**config.mk**
```make
export PLATFORM = sky130hd
export DESIGN_NAME = game_sequencer
export DESIGN_NICKNAME = d
export VERILOG_FILES = /design/src/rtl/game_sequencer.sv
export SDC_FILE = /design/constraint.sdc
export NUM_CORES = 1
export LEC_CHECK = 0
export BUFFER_PORTS_ARGS = -buffer_cell sky130_fd_sc_hd__buf_2
export CAP_MARGIN = 10
export CORE_ASPECT_RATIO = 0.8
export CORE_MARGIN = 5
export CORE_UTILIZATION = 55
export DETAILED_ROUTE_END_ITERATION = 8
export MAX_ROUTING_LAYER = met4
export PLACE_DENSITY = 0.79
export SLEW_MARGIN = 20
export SYNTH_ARGS = -nofsm -noshare
export SYNTH_HDL_FRONTEND = slang
export SYNTH_SLANG_ARGS = --single-unit
```
**constraint.sdc**
```tcl
create_clock -name clk -period 4.65 [get_ports clk]
set_input_delay 0.2325 -clock clk [delete_from_list [all_inputs] [get_ports clk]]
set_output_delay 0.2325 -clock clk [all_outputs]
set_load 0.05 [all_outputs]
```
**src/rtl/game_sequencer.sv**
```systemverilog
// Round sequencer for the memory matrix game: start/show/guess/win-lose flow,
// found-tile register and wrong-guess budget.
module game_sequencer #(
  parameter int TICK_DIV   = 50000000,
  parameter int SHOW_TICKS = 2
) (
  input  logic       clk,
  input  logic       reset,
  input  logic       start,
  input  logic [7:0] buttons,
  input  logic [7:0] solution,
  input  logic [3:0] guess_limit,
  output logic       ld_start,
  output logic       ld_display,
  output logic       ld_play,
  output logic       ld_flash,
  output logic [7:0] found,
  output logic [3:0] misses_left,
  output logic       guess_valid,
  output logic       guess_hit,
  output logic       win,
  output logic       lose
);

  // state   | meaning
  // IDLE    | waiting for start, board cleared
  // ARM     | start held, waiting for release
  // SHOW    | solution displayed for SHOW_TICKS ticks
  // PLAY    | accepting tile guesses
  // WIN     | all solution tiles found
  // LOSE    | guess budget exhausted, solution revealed
  // END_ARM | start held after a finished round, waiting for release

  localparam int PW = (TICK_DIV > 1) ? $clog2(TICK_DIV) : 1;
  localparam int TW = (SHOW_TICKS > 1) ? $clog2(SHOW_TICKS) : 1;
  localparam logic [PW-1:0] PRE_LAST  = PW'(TICK_DIV - 1);
  localparam logic [TW-1:0] TICK_LAST = TW'(SHOW_TICKS - 1);

  typedef enum logic [2:0] {IDLE, ARM, SHOW, PLAY, WIN, LOSE, END_ARM} state_t;

  typedef struct packed {
    logic ld_start;
    logic ld_display;
    logic ld_play;
    logic ld_flash;
    logic win;
    logic lose;
  } outs_t;

  // Outputs are registered together with the state they belong to.
  function automatic outs_t decode(input state_t s);
    outs_t o;
    o = '0;
    case (s)
      IDLE:    begin o.ld_start = 1'b1; o.ld_flash = 1'b1; end
      ARM:     o.ld_start = 1'b1;
      SHOW:    o.ld_display = 1'b1;
      PLAY:    o.ld_play = 1'b1;
      WIN:     begin o.ld_flash = 1'b1; o.win = 1'b1; end
      LOSE:    begin o.ld_flash = 1'b1; o.lose = 1'b1; o.ld_display = 1'b1; end
      END_ARM: o.ld_flash = 1'b1;
      default: o = '0;
    endcase
    return o;
  endfunction

  state_t        state;
  outs_t         outs;
  logic [PW-1:0] prescale;
  logic [TW-1:0] tick_cnt;
  logic          sol_zero;
  logic [7:0]    buttons_q;
  logic [7:0]    rise;
  logic [7:0]    found_next;
  logic          accept;
  logic          hit;

  assign rise       = buttons & ~buttons_q;
  assign found_next = found | rise;
  assign accept     = $onehot(rise) && ((rise & found) == 8'h00);
  assign hit        = (rise & solution) != 8'h00;

  assign ld_start   = outs.ld_start;
  assign ld_display = outs.ld_display;
  assign ld_play    = outs.ld_play;
  assign ld_flash   = outs.ld_flash;
  assign win        = outs.win;
  assign lose       = outs.lose;

  always_ff @(posedge clk or posedge reset) begin
    if (reset) begin
      state       <= IDLE;
      outs        <= decode(IDLE);
      found       <= 8'h00;
      misses_left <= 4'd0;
      guess_valid <= 1'b0;
      guess_hit   <= 1'b0;
      buttons_q   <= 8'h00;
      prescale    <= '0;
      tick_cnt    <= '0;
      sol_zero    <= 1'b0;
    end else begin
      buttons_q   <= buttons;
      guess_valid <= 1'b0;
      guess_hit   <= 1'b0;
      case (state)
        IDLE: begin
          if (start) begin
            state       <= ARM;
            outs        <= decode(ARM);
            found       <= 8'h00;
            misses_left <= (guess_limit == 4'd0) ? 4'd1 : guess_limit;
          end
        end
        ARM: begin
          if (!start) begin
            state    <= SHOW;
            outs     <= decode(SHOW);
            prescale <= '0;
            tick_cnt <= '0;
            sol_zero <= (solution == 8'h00);
          end
        end
        SHOW: begin
          if (tick_cnt == TICK_LAST && prescale == PRE_LAST) begin
            // An empty board is already solved, so skip guessing entirely.
            if (sol_zero) begin
              state <= WIN;
              outs  <= decode(WIN);
            end else begin
              state <= PLAY;
              outs  <= decode(PLAY);
            end
          end else if (prescale == PRE_LAST) begin
            prescale <= '0;
            tick_cnt <= tick_cnt + 1'b1;
          end else begin
            prescale <= prescale + 1'b1;
          end
        end
        PLAY: begin
          if (accept) begin
            guess_valid <= 1'b1;
            guess_hit   <= hit;
            if (hit) begin
              found <= found_next;
              if (found_next == solution) begin
                state <= WIN;
                outs  <= decode(WIN);
              end
            end else begin
              misses_left <= misses_left - 4'd1;
              if (misses_left == 4'd1) begin
                state <= LOSE;
                outs  <= decode(LOSE);
              end
            end
          end
        end
        WIN, LOSE: begin
          if (start) begin
            state <= END_ARM;
            outs  <= decode(END_ARM);
          end
        end
        END_ARM: begin
          if (!start) begin
            state <= IDLE;
            outs  <= decode(IDLE);
          end
        end
        default: begin
          state <= IDLE;
          outs  <= decode(IDLE);
        end
      endcase
    end
  end

endmodule
```
Word-level counts from Yosys, hierarchy flattened

Cells that the tools add are included.

Register bits: 59
Word-level logic and storage cells: 112
Memories: 0
Output and inout port bits: 20
ROM bits: 0
Latch bits: 0
Memory bits (writable): 0
Input port bits: 23

Multipliers: 0
$add $sub $neg: 10
Order comparisons: 0
Divide/modulo/power cells: 0
Reductions and logical operators: 16
Shift-type cells: 0
Bitwise gates (word level): 6
Equality and inequality tests: 22
Multiplexer cells: 43

Operator list:

| operator                                                               | number |
|---|---|
| 26-bit two-way mux                                                     | 3 |
| 6-bit two-way mux                                                      | 9 |
| 26-bit case mux with 2 select lines                                    | 1 |
| 6-bit case mux with 6 select lines                                     | 1 |
| 3-bit two-way mux                                                      | 10 |
| 26-bit by 1-bit adder with 26-bit output (second input constant)       | 1 |
| 26-bit equality test (second input constant)                           | 1 |
| 8-bit bitwise AND                                                      | 3 |
| 8-bit two-way mux                                                      | 3 |
| 4-bit two-way mux                                                      | 5 |
| 2-bit inequality test (second input constant)                          | 10 |
| 3-bit case mux with 6 select lines                                     | 1 |
| 8-bit logical NOT                                                      | 2 |
| 8-bit case mux with 2 select lines                                     | 1 |
| 4-bit AND reduction                                                    | 3 |
| 3-bit equality test (second input constant)                            | 3 |
| 1-bit by 1-bit adder with 2-bit output                                 | 4 |
| 4-bit by 1-bit equality test with 1-bit output (second input constant) | 2 |
| 8-bit equality test                                                    | 1 |
| 8-bit inverter                                                         | 1 |
| 8-bit bitwise OR                                                       | 1 |
| 4-bit case mux with 2 select lines                                     | 1 |
| 8-bit AND reduction                                                    | 1 |
| 8-bit nonzero test                                                     | 1 |
| other kinds (17)                                                       | 28 |

Logic depth before layout (Yosys ltp)

Depth in word-level cells: 9
Depth in mapped cells: 17

Worst setup path after synthesis

No wires, ideal clock.

Path kind: register to register
From: register buttons_q[1]
To: register outs, in the netlist ld_play
Data arrival time: 4.065 ns
Stages on the path, launching flop included: 18
Path slack: 0.458 ns
Period minus slack after synthesis: 4.192 ns
Setup time: 0.128 ns
Path through: dfrtp_1 -> nor2b_1 -> clkbuf_1 -> fa_1 -> fa_1 -> inv_1 -> fa_1 -> inv_1 -> ha_1 -> inv_1 -> fa_1 -> a211o_1 -> a221oi_1 -> and3_1 -> o21a_1 -> o211ai_4 -> nor2_8 -> mux2_1

Longest elaborated chain between the ends: 9
Elaborated cells between the ends (all ways): 20

Ends and longest elaborated chain:

| item                                                         | RTL line | RTL |
|---|---|---|
| from (decl)                                                  | 72       | `logic [7:0] buttons_q;` |
| from (signal assigned)                                       | 103      | `buttons_q <= buttons;` |
| 8-bit inverter *                                             | 78       | `assign rise = buttons & ~buttons_q;` |
| 8-bit bitwise AND *                                          | 78       |  |
| 1-bit by 1-bit adder with 2-bit output (not written as such) | 80       | `assign accept = $onehot(rise) && ((rise & found) == 8'h00);` |
| 2-bit by 2-bit adder with 3-bit output (not written as such) | 80       |  |
| 3-bit by 3-bit adder with 4-bit output (not written as such) | 80       |  |
| 4-bit by 1-bit equality test with 1-bit output               | 80       |  |
| 1-bit logical AND                                            | 80       |  |
| 2-bit inequality test (no source line)                       | n/a      |  |
| 8-bit AND reduction (no source line)                         | n/a      |  |
| to (signal assigned)                                         | 93       | `outs <= decode(IDLE);` |
| to (signal assigned)                                         | 110      | `outs <= decode(ARM);` |
| to (signal assigned)                                         | 118      | `outs <= decode(SHOW);` |
| to (decl)                                                    | 68       | `outs_t outs;` |

Every way passes the cells marked *; elsewhere a longest branch is shown, timed or not. The select of a mux whose other input is x is not followed.
A chain may end at the register's enable or synchronous reset.

Worst setup path after layout

Same ends and word-level chain as after synthesis.

==> flow_summary.toml <==
[synth]
yosysWarnings = 0
synth-seq-cells = 59
syn_area_per_cell_um2 = 9.294
synth_cell_types = 59
ys_seq_area_share_pct = 43.36
async_reset_ff_share_pct = 100.0
syn-instance-count = 367
synthFlopType = "dfrtp_1"
synth_edf_count = 0
synthesis.nets = 400
syn-cell-area_mm2 = 0.003411

[final_layout]
final_cells = 498
multiInputGateArea_mm2 = 0.001782
drive_gt1_share_pct = 19.66
design_area_mm2 = 0.003936
area_growth_pct = 15.41
register_area_mm2 = 0.001479
fin_nets = 445
fill_cells = 495
mostFrequentLayoutCells = "57 x dfrtp_1, 42 x buf_2, 39 x nand2_1"
diodes = 0
layout_commonest_cell = "dfrtp_1"

[place]
routabilityCongestion = 0.9198
pre_cts_slack_ns = 0.1260
io_buffers = 42
hpwl_um = 5712
place_inst = 477
placed_area_mm2 = 0.003651

[power_and_ir_drop]
pwr_density_cell_mw_per_mm2 = 612.8
peakVddDrop_mv = 0.2682
clkPwrFrac_pct = 22.2
p_comb_share_pct = 43.2
switching_share_pct = 45.06
intPower_mw = 1.325
power.leakage_nw = 1.777
power_switching_mw = 1.087
pwr-share-seq_pct = 34.6

[grt]
grt_antenna_before_repair = 0
gr-total-overflow = 0
grt_util_all_layers_pct = 22.26
grt_pass1_wl_um = 13700
grt_start_max_net_pins = 60
grt_pass1_vias = 2838

[drt]
dr.pass1.iters = 5
drc_errors = 0
drt-initial-drc-count = 313
wl_per_cell_um = 16.22
wirelength_um = 8077
viasPerCell = 6.052
detail-route-antenna-nets = 0
vias = 3014

[worst_setup_path]
path_class = "reg -> reg"
cp-end-kind = "flip-flop"
worstSetupStartpointType = "flip-flop"
cp_max_fo = 6
crit_arrival_ns = 4.62
crit_required_ns = 4.87

[timing]
timing.hold.ws_ns = 0.02217
fin_ws_ns = 0.2566
period_needed_ns = 4.393
clock_skew_ns = 0.008576
slew_viol_final = 0
relSlewSlack_pct = 30.40
rsz0062_at_grt = "false"
hold_violations = 0
fmax_ghz = 0.2276
setup_viol = 0
tns_ns = 0
post-route-period-util_pct = 94.48
worstMarginPinSlew_ns = 1.043

[clocking]
cts_sinks = 59
cts_buffers = 9
clock_latency_ns = 0.34
cts_tree = "done"
htreeDepth = 3
cts-root-buf = "clkbuf_8"
clockBufferDepth = 2
clkTransAtPathRegs_ns = 0.07
post_cts_buffers = 0

[floorplan]
core-area_mm2 = 0.005974
die_w_um = 98.05
fp.dieH_um = 80.44
fp-row-count = 25
io_pins = 43
start_util_pct = 57.09
floorplan.die_area_mm2 = 0.007886

[job]
cap_violations = 0

[status]
outcome = "finished clean"

[min_path]
hp-class = "in -> reg"
==> logic make-up (layout without fill, tap and decap cells) <==
kind of cell,after synthesis,count (layout),synth area share [%]
DFF,59,59,43.36
xor gates and xnor gates,1,1,0.2568
and+or+nand+nor,140,140,22.30
buffers and inverters,33,83,4.622
muxes,6,6,1.944
adders and majority gates,10,10,4.549
AOI/OAI and AO/OA,118,118,22.96
==> worst max-delay path: stages, from the launching register on <==
cell      delay (ns)
dfrtp_1         0.38
nor2b_2         0.26
fa_1            0.47
fa_1            0.48
inv_1           0.05
fa_1            0.42
inv_1           0.07
ha_1            0.16
inv_1           0.06
fa_1            0.38
a211o_1         0.28
a221oi_1        0.22
and3_1          0.23
o21a_1          0.18
o211ai_4        0.13
nor2_8          0.17
mux2_1          0.34
==> repair_timing <==
item	4_1_cts	5_1_grt
setup endpoints to repair	0	8
hold buffers	5	0
hold endpoints to repair	5	0
gates resized for setup	0	3
==> power by group through the flow <==
stage	Combinational (mW)	Clock [mW]	Sequential, mW
after CTS	1.04	0.545	0.830
after global placement	1.00	0	0.828
after global routing	1.14	0.570	0.861
after detailed placement	1.03	0	0.838
after floorplan	0.679	0	0.974
final	1.04	0.536	0.835
==> sequential cells by signal (all words and copies together), names as in the netlist <==
signal / cells
state: 3
win: 1
lose: 1
ld_play: 1
guess_valid: 1
tick_cnt: 1
ld_start: 1
found: 8
guess_hit: 1
prescale: 26
ld_flash: 1
buttons_q: 8
sol_zero: 1
ld_display: 1
misses_left: 4
==> synth_stat cells (4+ instances only) <==
cell,count,share of area (%)
o21ai_0,16,2.3
ha_1,6,2.2
o21a_1,10,2.2
mux2_1,5,1.7
nor4_1,4,0.73
a21oi_1,23,3.4
inv_1,17,1.9
nand3_1,10,1.5
o31ai_1,6,1.3
o21ai_1,10,1.5
nor2b_1,10,1.8
a22o_1,5,1.3
nor2_1,28,3.1
nor3_1,12,1.8
nand4_1,7,1.3
and4_1,4,1.0
clkbuf_1,5,0.55
and3_1,4,0.73
o22ai_1,4,0.73
nand2_1,39,4.3
dfrtp_1,57,42
a31oi_1,27,5.0
fa_1,4,2.3
buf_2,6,0.88
==> cell type report <==
type | instances | share of cell area [%]
Multi-Input combinational cell | 275 | 45.26
Sequential cell | 59 | 37.57
Timing Repair Buffer | 50 | 7.184
Clock buffer | 12 | 3.942
Tap cell | 81 | 2.575
Clock inverter | 4 | 1.844
Inverter | 17 | 1.621
==> metal layers <==
| layer | track usage (%) | vias to the layer above | share of wire [%] |
|---|---|---|---|
| met5 | - | - | 0 |
| met4 | 5.533 | 0 | 1.2 |
| met3 | 5.642 | 10 | 5.1 |
| met2 | 33.42 | 94 | 46 |
| met1 | 30.47 | 1472 | 48 |
| li1 | - | 1438 | - |
==> worst paths after layout <==
check	start	end	slack (ns)	depth (start not counted)
max	buttons_q[1]	ld_play	0.26	16
min	buttons[6]	buttons_q[6]	0.02	1
max reg2reg	buttons_q[1]	ld_play	0.26	16
min reg2reg	lose	lose	0.50	1
max in group asynchronous	reset	ld_display	4.06	3
min in group asynchronous	reset	buttons_q[3]	0.09	3
==> stage by stage <==
stage	power [mW]	util [%]
6_report	2.412	65.88
4_1_cts	2.416	65.76
3_5_place_dp	1.872	61.11
3_3_place_gp	1.831	61.11
5_1_grt	2.569	65.88
2_1_floorplan	1.654	-
Power figures use the tool's default switching activity.
